[src/rtl/fft32_seq_ctrl_if.sv]
// Handshake and memory/datapath control bundle for the 32-point FFT sequencer.
// The controller uses the master view; the datapath (or a bench) uses the slave view.
interface fft32_seq_ctrl_if #(
   parameter int addr_width = 5
);
   logic                  start;
   logic                  in_valid;
   logic                  in_ready;
   logic                  out_ready;
   logic                  out_valid;
   logic                  rd_en;
   logic [addr_width-1:0] rd_addr_a;
   logic [addr_width-1:0] rd_addr_b;
   logic                  wr_en;
   logic [addr_width-1:0] wr_addr_a;
   logic [addr_width-1:0] wr_addr_b;
   logic                  wr_b_en;
   logic [addr_width-2:0] tw_addr;
   logic [1:0]            mux_sel;
   logic [2:0]            stage;
   logic                  busy;
   logic                  done;

   modport master (
      input  start, in_valid, out_ready,
      output in_ready, out_valid, rd_en, rd_addr_a, rd_addr_b,
             wr_en, wr_addr_a, wr_addr_b, wr_b_en, tw_addr,
             mux_sel, stage, busy, done
   );

   modport slave (
      output start, in_valid, out_ready,
      input  in_ready, out_valid, rd_en, rd_addr_a, rd_addr_b,
             wr_en, wr_addr_a, wr_addr_b, wr_b_en, tw_addr,
             mux_sel, stage, busy, done
   );
endinterface

[src/rtl/fft32_seq_ctrl.sv]
// Sequencing controller for a 32-point radix-2 DIT FFT: bit-reversed load,
// 5 in-place butterfly stages with delayed writeback, natural-order unload.
module fft32_seq_ctrl #(
   parameter int addr_width = 5,
   parameter int bf_latency = 3
) (
   input  logic             clk,
   input  logic             rst_n,
   fft32_seq_ctrl_if.master bus
);

   localparam int PIPE       = bf_latency + 1;
   localparam int CW         = (PIPE > 1) ? $clog2(PIPE) : 1;
   localparam int BW         = addr_width - 1;
   localparam int TW         = addr_width - 1;
   localparam int LAST_STAGE = addr_width - 1;

   typedef enum logic [2:0] {
      S_IDLE,
      S_LOAD,
      S_COMPUTE,
      S_DRAIN,
      S_UNLOAD
   } state_t;

   state_t                          state_q, state_d;
   logic [addr_width-1:0]           n_q, n_d;
   logic [BW-1:0]                   b_q, b_d;
   logic [2:0]                      stage_q, stage_d;
   logic [CW-1:0]                   drain_q, drain_d;
   logic                            last_q, last_d;
   logic                            out_valid_q, out_valid_d;
   logic                            done_q, done_d;
   logic [PIPE-1:0]                 pipe_vld_q, pipe_vld_d;
   logic [PIPE-1:0][addr_width-1:0] pipe_a_q, pipe_a_d;
   logic [PIPE-1:0][addr_width-1:0] pipe_b_q, pipe_b_d;

   logic [addr_width-1:0] b_ext, span, grp, idx, bf_a, bf_b;
   logic [TW-1:0]         bf_tw;

   function automatic logic [addr_width-1:0] bitrev(input logic [addr_width-1:0] v);
      logic [addr_width-1:0] r;
      for (int i = 0; i < addr_width; i++) begin
         r[i] = v[addr_width-1-i];
      end
      return r;
   endfunction

   // Butterfly operand and twiddle addresses for the current stage and butterfly index.
   always_comb begin
      b_ext = addr_width'(b_q);
      span  = addr_width'(1) << stage_q;
      grp   = b_ext >> stage_q;
      idx   = b_ext & (span - addr_width'(1));
      bf_a  = (grp << (stage_q + 3'd1)) | idx;
      bf_b  = bf_a + span;
      bf_tw = TW'(idx << (3'(TW) - stage_q));
   end

   // Next-state, counters, writeback delay line and all datapath control outputs.
   always_comb begin
      state_d     = state_q;
      n_d         = n_q;
      b_d         = b_q;
      stage_d     = stage_q;
      drain_d     = drain_q;
      last_d      = last_q;
      out_valid_d = 1'b0;
      done_d      = 1'b0;

      pipe_vld_d  = '0;
      pipe_a_d    = '0;
      pipe_b_d    = '0;
      for (int i = 1; i < PIPE; i++) begin
         pipe_vld_d[i] = pipe_vld_q[i-1];
         pipe_a_d[i]   = pipe_a_q[i-1];
         pipe_b_d[i]   = pipe_b_q[i-1];
      end
      pipe_a_d[0] = bf_a;
      pipe_b_d[0] = bf_b;

      bus.in_ready  = 1'b0;
      bus.rd_en     = 1'b0;
      bus.rd_addr_a = '0;
      bus.rd_addr_b = '0;
      bus.wr_en     = 1'b0;
      bus.wr_b_en   = 1'b0;
      bus.wr_addr_a = '0;
      bus.wr_addr_b = '0;
      bus.tw_addr   = '0;
      bus.mux_sel   = 2'b11;
      bus.busy      = (state_q != S_IDLE);
      bus.done      = done_q;
      bus.out_valid = out_valid_q;
      bus.stage     = stage_q;

      case (state_q)
         S_IDLE: begin
            if (bus.start && !done_q) begin
               state_d = S_LOAD;
               n_d     = '0;
               b_d     = '0;
               stage_d = '0;
            end
         end
         S_LOAD: begin
            bus.in_ready = 1'b1;
            bus.mux_sel  = 2'b00;
            if (bus.in_valid) begin
               bus.wr_en     = 1'b1;
               bus.wr_addr_a = bitrev(n_q);
               n_d           = n_q + addr_width'(1);
               if (n_q == '1) begin
                  state_d = S_COMPUTE;
                  stage_d = '0;
                  b_d     = '0;
               end
            end
         end
         S_COMPUTE: begin
            bus.rd_en     = 1'b1;
            bus.mux_sel   = 2'b01;
            bus.rd_addr_a = bf_a;
            bus.rd_addr_b = bf_b;
            bus.tw_addr   = bf_tw;
            pipe_vld_d[0] = 1'b1;
            if (b_q == '1) begin
               state_d = S_DRAIN;
               drain_d = '0;
               b_d     = '0;
            end else begin
               b_d = b_q + BW'(1);
            end
         end
         S_DRAIN: begin
            if (drain_q == CW'(PIPE - 1)) begin
               if (stage_q == 3'(LAST_STAGE)) begin
                  state_d = S_UNLOAD;
                  n_d     = '0;
                  last_d  = 1'b0;
               end else begin
                  state_d = S_COMPUTE;
                  stage_d = stage_q + 3'd1;
                  b_d     = '0;
               end
            end else begin
               drain_d = drain_q + CW'(1);
            end
         end
         S_UNLOAD: begin
            if (last_q) begin
               state_d = S_IDLE;
               done_d  = 1'b1;
               last_d  = 1'b0;
            end else if (bus.out_ready) begin
               bus.rd_en     = 1'b1;
               bus.rd_addr_a = n_q;
               out_valid_d   = 1'b1;
               n_d           = n_q + addr_width'(1);
               if (n_q == '1) begin
                  last_d = 1'b1;
               end
            end
         end
         default: begin
            state_d = S_IDLE;
         end
      endcase

      if (pipe_vld_q[PIPE-1]) begin
         bus.wr_en     = 1'b1;
         bus.wr_b_en   = 1'b1;
         bus.wr_addr_a = pipe_a_q[PIPE-1];
         bus.wr_addr_b = pipe_b_q[PIPE-1];
         bus.mux_sel   = 2'b10;
      end
   end

   // State register; reset drops the delay line so in-flight writebacks never land.
   always_ff @(posedge clk or negedge rst_n) begin
      if (!rst_n) begin
         state_q     <= S_IDLE;
         n_q         <= '0;
         b_q         <= '0;
         stage_q     <= '0;
         drain_q     <= '0;
         last_q      <= 1'b0;
         out_valid_q <= 1'b0;
         done_q      <= 1'b0;
         pipe_vld_q  <= '0;
         pipe_a_q    <= '0;
         pipe_b_q    <= '0;
      end else begin
         state_q     <= state_d;
         n_q         <= n_d;
         b_q         <= b_d;
         stage_q     <= stage_d;
         drain_q     <= drain_d;
         last_q      <= last_d;
         out_valid_q <= out_valid_d;
         done_q      <= done_d;
         pipe_vld_q  <= pipe_vld_d;
         pipe_a_q    <= pipe_a_d;
         pipe_b_q    <= pipe_b_d;
      end
   end

endmodule

[src/flat_wrapper.sv]
// flat-port wrapper written by rule: the top's interface ports become plain ports
module fft32_seq_ctrl_flat 
#(
   parameter int addr_width = 5,
   parameter int bf_latency = 3
)
  (clk, rst_n, bus_start, bus_in_valid, bus_out_ready, bus_in_ready, bus_out_valid, bus_rd_en, bus_rd_addr_a, bus_rd_addr_b, bus_wr_en, bus_wr_addr_a, bus_wr_addr_b, bus_wr_b_en, bus_tw_addr, bus_mux_sel, bus_stage, bus_busy, bus_done);
  fft32_seq_ctrl_if #(.addr_width(addr_width)) bus_i ();
  input  logic clk;
  input  logic rst_n;
  input wire logic [$bits(bus_i.start)-1:0] bus_start;
  input wire logic [$bits(bus_i.in_valid)-1:0] bus_in_valid;
  input wire logic [$bits(bus_i.out_ready)-1:0] bus_out_ready;
  output wire logic [$bits(bus_i.in_ready)-1:0] bus_in_ready;
  output wire logic [$bits(bus_i.out_valid)-1:0] bus_out_valid;
  output wire logic [$bits(bus_i.rd_en)-1:0] bus_rd_en;
  output wire logic [$bits(bus_i.rd_addr_a)-1:0] bus_rd_addr_a;
  output wire logic [$bits(bus_i.rd_addr_b)-1:0] bus_rd_addr_b;
  output wire logic [$bits(bus_i.wr_en)-1:0] bus_wr_en;
  output wire logic [$bits(bus_i.wr_addr_a)-1:0] bus_wr_addr_a;
  output wire logic [$bits(bus_i.wr_addr_b)-1:0] bus_wr_addr_b;
  output wire logic [$bits(bus_i.wr_b_en)-1:0] bus_wr_b_en;
  output wire logic [$bits(bus_i.tw_addr)-1:0] bus_tw_addr;
  output wire logic [$bits(bus_i.mux_sel)-1:0] bus_mux_sel;
  output wire logic [$bits(bus_i.stage)-1:0] bus_stage;
  output wire logic [$bits(bus_i.busy)-1:0] bus_busy;
  output wire logic [$bits(bus_i.done)-1:0] bus_done;
  assign bus_i.start = bus_start;
  assign bus_i.in_valid = bus_in_valid;
  assign bus_i.out_ready = bus_out_ready;
  assign bus_in_ready = bus_i.in_ready;
  assign bus_out_valid = bus_i.out_valid;
  assign bus_rd_en = bus_i.rd_en;
  assign bus_rd_addr_a = bus_i.rd_addr_a;
  assign bus_rd_addr_b = bus_i.rd_addr_b;
  assign bus_wr_en = bus_i.wr_en;
  assign bus_wr_addr_a = bus_i.wr_addr_a;
  assign bus_wr_addr_b = bus_i.wr_addr_b;
  assign bus_wr_b_en = bus_i.wr_b_en;
  assign bus_tw_addr = bus_i.tw_addr;
  assign bus_mux_sel = bus_i.mux_sel;
  assign bus_stage = bus_i.stage;
  assign bus_busy = bus_i.busy;
  assign bus_done = bus_i.done;
  fft32_seq_ctrl #(.addr_width(addr_width), .bf_latency(bf_latency)) u_core (.clk(clk), .rst_n(rst_n), .bus(bus_i));
endmodule
[config.mk]
export PLATFORM = sky130hd
export DESIGN_NAME = fft32_seq_ctrl_flat
export DESIGN_NICKNAME = d
export VERILOG_FILES = /design/src/rtl/fft32_seq_ctrl_if.sv /design/src/rtl/fft32_seq_ctrl.sv /design/src/flat_wrapper.sv
export SDC_FILE = /design/constraint.sdc
export NUM_CORES = 1
export LEC_CHECK = 0
export BUFFER_PORTS_ARGS = -buffer_cell sky130_fd_sc_hd__buf_2
export CAP_MARGIN = 10
export CORE_MARGIN = 2
export CORE_UTILIZATION = 61
export DETAILED_ROUTE_END_ITERATION = 10
export GPL_ROUTABILITY_DRIVEN = 0
export GPL_TIMING_DRIVEN = 0
export PLACE_DENSITY = 0.91
export SLEW_MARGIN = 20
export SYNTH_ARGS = -nofsm -noshare
export SYNTH_HDL_FRONTEND = slang
export SYNTH_SLANG_ARGS = --single-unit
[constraint.sdc]
create_clock -name clk -period 10.7 [get_ports clk]
set_input_delay 1.605 -clock clk [delete_from_list [all_inputs] [get_ports clk]]
set_output_delay 1.605 -clock clk [all_outputs]
set_load 0.1 [all_outputs]
==> flow_summary.toml, run 1 <==
[status]
status = "finished, final reports clean"

[grt]
grt_pass1_vias = 2253
grt_util_all_layers_pct = 27.4
grt_pass1_wl_um = 11100
grt_max_degree = 65
antenna_found_initial = 0
gr-total-overflow = 0

[timing]
clock_skew_ps = 7.75
fmax_mhz = 169
rsz0062_at_grt = "no"
period_minus_slack_ps = 5910
fin_setup_tns_ps = 0
final.period_utilization_pct = 55.2
maxSlewViolCount = 0
maxSlewHeadroom_pct = 47.8
worst_pin_slew_ps = 783
setup_violations = 0
hold_viol_final = 0

[clock_network]
cts_tree = "yes"
numCtsBuffers = 9
clk_latency_ps = 350
clock-sinks = 64
cts_resized = 0
post_cts_buffers = 0
clock_path_buffers = 2
cts_hold_buf = 0
cts_root_buf = "clkbuf_8"
cts_max_level = 3
path_clk_slew_ps = 80

[yosys]
synth-edff-count = 0
yosysTopAreaCellShare_pct = 52.6
yosysMostFrequentCell = "dfrtp_1"
netlist_top_cells_area = "dfrtp_1 (53%), ha_1 (6.2%), o21ai_0 (2.8%), inv_1 (2.7%), mux2i_1 (2.6%)"
ys_top_cells_by_count = "dfrtp_1 (64), inv_1 (22), nand2_1 (20)"
synth_area_mm2 = 0.00305
synth_top_cell_by_area = "dfrtp_1"
yosysUniqueCellTypes = 57
avgSynthCellArea_um2 = 10.8
synthCells = 282
yosysWarnings = 0
async_flop_share_pct = 100
ys_seq_area_share_pct = 52.6
synthFlopType = "dfrtp_1"
synth_seq_cells = 64
synth_nets = 303

[drt]
num_vias = 2329
wire_per_inst_um = 16.7
vias_per_cell = 5.75
drcViolationCount = 0
routed_wirelength_um = 6770
drt_first_pass_iters = 5
drt_iter0_drc = 362
detail-route-antenna-nets = 0

[floorplanning]
start_util_pct = 64.1
fp-row-count = 25
die-area_mm2 = 0.00557
top_level_ports = 41
fp.dieW_um = 74.7
core_mm2 = 0.00475
dieHeight_um = 74.7

[setup_path]
start_kind = "register"
critical_path_required_ps = 9100
crit_path_end_kind = "output port"
critical_path.cell_chain = "buf_6, inv_1, ha_1, ha_1, inv_1, ha_1, inv_1, nand2_1, o31ai_1, inv_1, fa_1, nor3b_1, a2111oi_0, a32oi_1, xnor3_1, nor2_1, buf_2"
cp_max_fo = 9
cpMostUsedCell = "inv_1"
path_buf_inv = 6
crit_arrival_ps = 4300
cpPeakStageDelay_ps = 450
cp_top_family = "adder cells"
critPathSlowestCell = "fa_1"
critPathKind = "register to output port"

[place]
place_area_mm2 = 0.00333
io_buffers = 40
dp_hpwl_um = 4490

[pwr]
power.leakage_nw = 1.82
peakVddDrop_mv = 0.141
p_per_area_mw_per_mm2 = 265

[layout]
fin_area_mm2 = 0.00356
final.fill_count = 325
syn_to_final_growth_pct = 16.8
drive_gt1_share_pct = 21.6
n_antenna_cell = 0
fin_nets = 354
utilization_pct = 74.8

[run]
maxCapViolations = 0

[worst_hold_path]
hold_path.class = "register to register"
-- logic make-up (layout without fill, tap and decap cells) --
logic type / count (synthesis) / after routing / share of synthesized area (%)
fa+ha+maj: 16 / 16 / 6.82
compound gates: 59 / 59 / 13.6
buf+inv: 33 / 89 / 4.68
xor+xnor: 5 / 5 / 1.89
simple gates: 95 / 95 / 16.9
flops: 64 / 64 / 52.6
mux: 10 / 10 / 3.49
-- routing by layer --
layer / part of all wire (%) / routed length, um / global-route usage [%]
met2: 49 / 3290 / 43.9
met1: 41 / 2780 / 34.8
met3: 6.7 / 456 / 7.76
met5: 0 / 0 / 0
met4: 3.6 / 243 / 13.1
-- stage by stage --
stage,cells,worst slack (ps),power (W),hold slack [ps]
6_report,405,4790,0.000944,349
3_5_place_dp,389,5230,0.000704,335
5_1_grt,405,4580,0.000989,355
4_1_cts,405,4830,0.000944,352
2_1_floorplan,282,4230,0.000629,331
3_3_place_gp,389,5360,0.000688,331
-- placed cells by master (no fill, tap or decap), types with 6 or more instances in the layout --
master    instances
inv_1            22
buf_2            42
o21ai_0          17
a21oi_1           9
dfrtp_1          64
mux2i_1           8
nor2b_1           6
nand2_1          20
clkbuf_1          6
clkbuf_8          9
nand3_1          10
ha_1             15
nand2b_1          6
nor2_1           18
and2_1           11
-- registers in the layout, summed over array words and instances (netlist names) --
| name | count |
|---|---|
| u_core.pipe_a_d | 15 |
| u_core.pipe_b_d | 15 |
| u_core.n_q | 5 |
| u_core.pipe_a_q | 5 |
| u_core.pipe_b_q | 5 |
| u_core.b_q | 4 |
| u_core.pipe_vld_q | 4 |
| u_core.bus.stage | 3 |
| u_core.state_q | 3 |
| u_core.drain_q | 2 |
| u_core.bus.done | 1 |
| u_core.bus.out_valid | 1 |
| u_core.last_q | 1 |
-- power breakdown --
part | internal, W | switching [W]
logic | 0.0000830 | 0.000306
registers | 0.000288 | 0.0000306
clock network | 0.000133 | 0.000103
total | 0.000505 | 0.000439
-- area by class of cell --
type	count	area, um^2	share of cell area [%]
multi-input combinational	185	1300	36.6
timing repair buffer	40	203	5.70
inverter	22	82.6	2.32
tap	67	83.8	2.36
clock inverter	7	101	2.85
clock buffer	9	124	3.48
buffer	11	60.1	1.69
sequential	64	1600	45.0
-- path summary, 6_finish.rpt --
check                           cells after the start  slack [ps]                             from                             to
worst max-delay path                               17        4790  u_core.bus.stage[0]$_DFFE_PN0P_               bus_rd_addr_b[4]
worst min-delay path                                0         350    u_core.pipe_b_d[13]$_DFF_PN0_  u_core.pipe_b_d[18]$_DFF_PN0_
worst max register to register                     16        7150  u_core.bus.stage[0]$_DFFE_PN0P_   u_core.pipe_b_d[9]$_DFF_PN0_
worst min register to register                      0         350    u_core.pipe_b_d[13]$_DFF_PN0_  u_core.pipe_b_d[18]$_DFF_PN0_
max in group asynchronous                           1        8850                            rst_n   u_core.pipe_a_d[8]$_DFF_PN0_
min in group asynchronous                           1        1330                            rst_n  u_core.drain_q[1]$_DFFE_PN0P_
Note: power is estimated with default switching activity, not from simulation.
==> inputs of run 2 (changes only) <==
- ABC_AREA: unset -> 1
- CORE_UTILIZATION: 61 -> 57
- PLACE_DENSITY: 0.91 -> 0.86
- clock period: 10.7 -> 5.97 ns (I/O delays scaled with it)
==> flow_summary.toml, run 2 <==
[status]
status = "finished, final reports clean"

[setup_path]
r2r_cells = 17
start_kind = "register"
crit_arrival_ps = 3790
critical_path_required_ps = 5070
cp_max_fo = 11
critPathSlowestCell = "dfrtp_1"
cpPeakStageDelay_ps = 530
crit_path_end_kind = "output port"
critPathKind = "register to output port"
critical_path.cell_chain = "inv_2, buf_6, ha_1, ha_1, inv_1, ha_1, nor2_1, inv_1, o21ai_0, inv_1, fa_1, nor2_1, nand3_2, nand3_1, nand2_1, nor2_2, buf_2"

[drt]
drt_first_pass_iters = 4
drcViolationCount = 0
drt_iter0_drc = 213
vias_per_cell = 5.21
detail-route-antenna-nets = 0
routed_wirelength_um = 6160
wire_per_inst_um = 13.2
num_vias = 2432

[layout]
fin_area_mm2 = 0.00353
drive_gt1_share_pct = 21.4
multi_input_area_mm2 = 0.00118
syn_to_final_growth_pct = 16.6
final_common_cell = "nand2_1"
regArea_mm2 = 0.00160
fin_nets = 413
final.fill_count = 412
final_cell_mix = "nand2_1 (69), dfrtp_1 (64), inv_1 (50)"
n_antenna_cell = 0

[yosys]
async_flop_share_pct = 100
yosysUniqueCellTypes = 31
yosysWarnings = 0
synthCells = 341
yosysMostFrequentCell = "nand2_1"
avgSynthCellArea_um2 = 8.89
synth-edff-count = 0
netlist_top_cells_area = "dfrtp_1 (53%), nand2_1 (8.5%), ha_1 (6.2%), inv_1 (6.2%), o21ai_0 (5.0%)"
synth_area_mm2 = 0.00303
ys_top_cells_by_count = "nand2_1 (69), dfrtp_1 (64), inv_1 (50)"
synth_nets = 362
synthFlopType = "dfrtp_1"
yosysTopAreaCellShare_pct = 52.8
ys_seq_area_share_pct = 52.8
synth_seq_cells = 64
synth_top_cell_by_area = "dfrtp_1"

[timing]
maxSlewHeadroom_pct = 50.0
hold_viol_final = 0
maxSlewViolCount = 0
setup_violations = 0
clock_skew_ps = 5.69
fmax_mhz = 214
final.period_utilization_pct = 78.4
finalWorstSetupSlack_ps = 1290
rsz0062_at_grt = "no"
worst_pin_slew_ps = 751
period_minus_slack_ps = 4680
fin_setup_tns_ps = 0
fin_hold_ws_ps = 344

[grt]
grt_util_all_layers_pct = 23.3
antenna_found_initial = 0
grt_pass1_vias = 2356
gr-total-overflow = 0
grt_max_degree = 65
grt_pass1_wl_um = 10800

[clock_network]
cts_hold_buf = 0
clk_latency_ps = 330
cts_tree = "yes"
cts_max_level = 3
path_clk_slew_ps = 70
numCtsBuffers = 9
clock_path_buffers = 2
cts_root_buf = "clkbuf_8"
post_cts_buffers = 0
cts_resized = 0
clock-sinks = 64

[floorplanning]
die-area_mm2 = 0.00592
start_util_pct = 59.3
fp.dieW_um = 76.9
core_mm2 = 0.00511
top_level_ports = 41
dieHeight_um = 76.9
fp-row-count = 26

[place]
pre_cts_ws_ps = 1690
dp_hpwl_um = 4340
place_area_mm2 = 0.00332
io_buffers = 40

[run]
maxCapViolations = 0

[worst_hold_path]
hold_path.class = "register to register"
holdPathStages = 0
==> run 2: changes by cell type after synthesis, sizes merged, moves of 7 or more <==
cell,delta
and2,-11
nand3,+14
nand2,+54
o21ai,+17
nor2,+17
inv,+35
nor2b,-7
mux2i,-8
==> run 2: metrics by stage <==
stage	utilization [%]	instances
after floorplan	-	341
after global placement	65.0	451
after detailed placement	65.0	451
after CTS	69.2	467
after global routing	69.2	467
final	69.2	467
==> run 2: worst max-delay path: cells and delay by family (launching register included) <==
family          cells  cell delay [ps]
compound gates      1              150
fa+ha+maj           4             1120
buf+inv             6             1010
flops               1              530
simple gates        6              660
==> run 2: area by class of cell <==
type                       count  share of cell area (%)
clock buffer                  11                    3.72
sequential                    64                    45.3
buffer                         4                   0.885
multi-input combinational    216                    33.5
tap                           70                    2.48
clock inverter                 5                    2.30
inverter                      57                    6.06
timing repair buffer          40                    5.74
==> run 2: layer usage <==
metal  global-route usage, %  share of wire [%]  vias to the layer above
li1                        -                  -                     1202
met1                    29.9                 44                     1148
met2                    39.2                 49                       71
met3                    4.82                5.0                       11
met4                    8.55                1.8                        0
met5                       0                  0                        -
==> run 2: path summary, 6_finish.rpt <==
path	slack, ps	endpoint	start
min reg2reg	340	u_core.pipe_a_d[12]$_DFF_PN0_	u_core.pipe_a_d[7]$_DFF_PN0_
max reg2reg	2740	u_core.pipe_b_d[9]$_DFF_PN0_	u_core.bus.stage[0]$_DFFE_PN0P_
max in group asynchronous	4840	u_core.pipe_b_d[14]$_DFF_PN0_	rst_n
min in group asynchronous	630	u_core.n_q[0]$_DFFE_PN0P_	rst_n
min	340	u_core.pipe_a_d[12]$_DFF_PN0_	u_core.pipe_a_d[7]$_DFF_PN0_
max	1290	bus_rd_addr_b[4]	u_core.bus.stage[0]$_DFFE_PN0P_
==> run 2: cells by family after synthesis <==
logic type	share of synthesized area, %
AND/OR/NAND/NOR	21.4
adder cells (fa/ha/maj)	6.85
XOR/XNOR	0.578
buffers and inverters	8.09
AO/OA/AOI/OAI	10.2
flip-flops	52.8
Power of run 2 is not shown: default switching activity piles up to over one toggle a cycle in this logic, so the estimate is an artifact.
==> inputs of run 3 (changes only) <==
- CORE_UTILIZATION: 57 -> 51
- PLACE_DENSITY: 0.86 -> 0.82
- clock period: 5.97 -> 3.9 ns (I/O delays scaled with it)
==> flow_summary.toml, run 3 (same netlist as run 2, synthesis figures left out) <==
[status]
status = "finished, final reports clean"

[setup_path]
crit_arrival_ps = 3200
critPathKind = "register to output port"
r2r-end = "u_core.pipe_b_d[9]$_DFF_PN0_"
cp_max_fo = 6
critPathSlowestCell = "dfrtp_4"
cpPeakStageDelay_ps = 510
critical_path_required_ps = 3310
r2r_cells = 17
regToRegSetupSlack_ps = 1150
worstReg2RegStart = "u_core.bus.stage[0]$_DFFE_PN0P_"
crit_path_end_kind = "output port"
critical_path.cell_chain = "inv_4, buf_8, ha_2, ha_2, inv_1, ha_1, nor2_2, inv_1, o21ai_2, inv_2, fa_2, xnor2_1, nor2_4, buf_2"
start_kind = "register"

[floorplanning]
top_level_ports = 41
dieHeight_um = 81.1
fp.dieW_um = 81.1
start_util_pct = 52.1
die-area_mm2 = 0.00657
fp-row-count = 28
core_mm2 = 0.00582

[drt]
num_vias = 2558
routed_wirelength_um = 6800
drt_iter0_drc = 226
drcViolationCount = 0
wire_per_inst_um = 14.2
detail-route-antenna-nets = 0
drt_first_pass_iters = 7
vias_per_cell = 5.35

[place]
io_buffers = 40
place_inst = 456
dp_hpwl_um = 4580

[grt]
antenna_found_initial = 0
grt_util_all_layers_pct = 21.9
grt_max_degree = 65
gr-total-overflow = 0
grt_pass1_vias = 2312
grt_pass1_wl_um = 10600

[timing]
hold_viol_final = 0
maxSlewViolCount = 0
maxSlewHeadroom_pct = 48.8
worst_pin_slew_ps = 767
period_minus_slack_ps = 3790
final.period_utilization_pct = 97.1
clock_skew_ps = 11.0
fmax_mhz = 264
setup_violations = 0

[layout]
final_cell_mix = "nand2_1 (68), dfrtp_1 (61), inv_1 (48)"
multi_input_area_mm2 = 0.00126
final_common_cell = "nand2_1"
regArea_mm2 = 0.00161
syn_to_final_growth_pct = 22.3
final.fill_count = 461
stdcell_count = 478
drive_gt1_share_pct = 28.0
n_antenna_cell = 0
fin_nets = 420

[clock_network]
cts_hold_buf = 0
cts_root_buf = "clkbuf_8"
numCtsBuffers = 9
cts_max_level = 3
clock-sinks = 64
path_clk_slew_ps = 70
cts_tree = "yes"
clock_path_buffers = 2
clk_latency_ps = 340

[run]
maxCapViolations = 0

[worst_hold_path]
hold_path.class = "input pin to async pin"
## run 3: cell types whose count changed in the layout (fill, tap and decap cells not counted), moves of 3 or more
cell     delta
buf_4       +7
dfrtp_1     -3
nor2_1      -5
nor2_4      +3
## run 3: metal layers
metal / GRT usage (%) / share of wire, % / wire [um] / up-vias
met5: 0 / 0 / 0 / -
met4: 12.4 / 3.0 / 201 / 0
met3: 4.11 / 7.8 / 529 / 19
met2: 36.0 / 50 / 3380 / 145
met1: 27.0 / 40 / 2690 / 1188
li1: - / - / - / 1206
## run 3: worst max-delay path, delay by kind of cell, from the launching register on
family | cells | cell delay, ps
AND/OR/NAND/NOR | 2 | 210
flip-flops | 1 | 510
XOR/XNOR | 1 | 180
buffers and inverters | 6 | 830
adder cells (fa/ha/maj) | 4 | 1010
AO/OA/AOI/OAI | 1 | 110
## run 3: timing repair
item                       in CTS  in global routing
pin swaps                       1                  1
gates resized for setup        10                 11
setup endpoints to repair       4                  4
gates cloned                    0                  0
buffers inserted                2                  5
## run 3: cell type report
type / instances / share of cell area (%)
buffer: 4 / 0.946
tap: 75 / 2.53
timing repair buffer: 47 / 7.46
clock buffer: 10 / 3.71
sequential: 64 / 43.4
multi-input combinational: 216 / 33.9
clock inverter: 5 / 2.20
inverter: 57 / 5.84
## run 3: worst max-delay path by stage
stage                                          from               end  slack [ps]  cells after the start
detailed placement  u_core.bus.stage[0]$_DFFE_PN0P_  bus_rd_addr_b[4]         -80                     17
floorplan             u_core.state_q[2]$_DFFE_PN0P_  bus_wr_addr_a[0]        -540                      5
global placement    u_core.bus.stage[0]$_DFFE_PN0P_  bus_rd_addr_b[4]         -60                     17
global route        u_core.bus.stage[0]$_DFFE_PN0P_  bus_rd_addr_b[4]         -20                     17
finish              u_core.bus.stage[0]$_DFFE_PN0P_  bus_rd_addr_b[2]         110                     14
CTS                 u_core.bus.stage[0]$_DFFE_PN0P_  bus_rd_addr_b[4]           4                     17
## run 3: stage by stage
step,area [um^2],setup slack (ps),hold WS [ps],TNS (ps),util (%)
finish,3700,112,306,0,63.7
global route,3700,-20.7,354,-20.7,63.7
CTS,3640,4.25,336,0,62.6
detailed placement,3380,-79.2,335,-79.2,58.1
global placement,3380,-64.7,331,-64.7,58.1
floorplan,3080,-536,289,-2680,-
Power of run 3 is left out for the same reason.
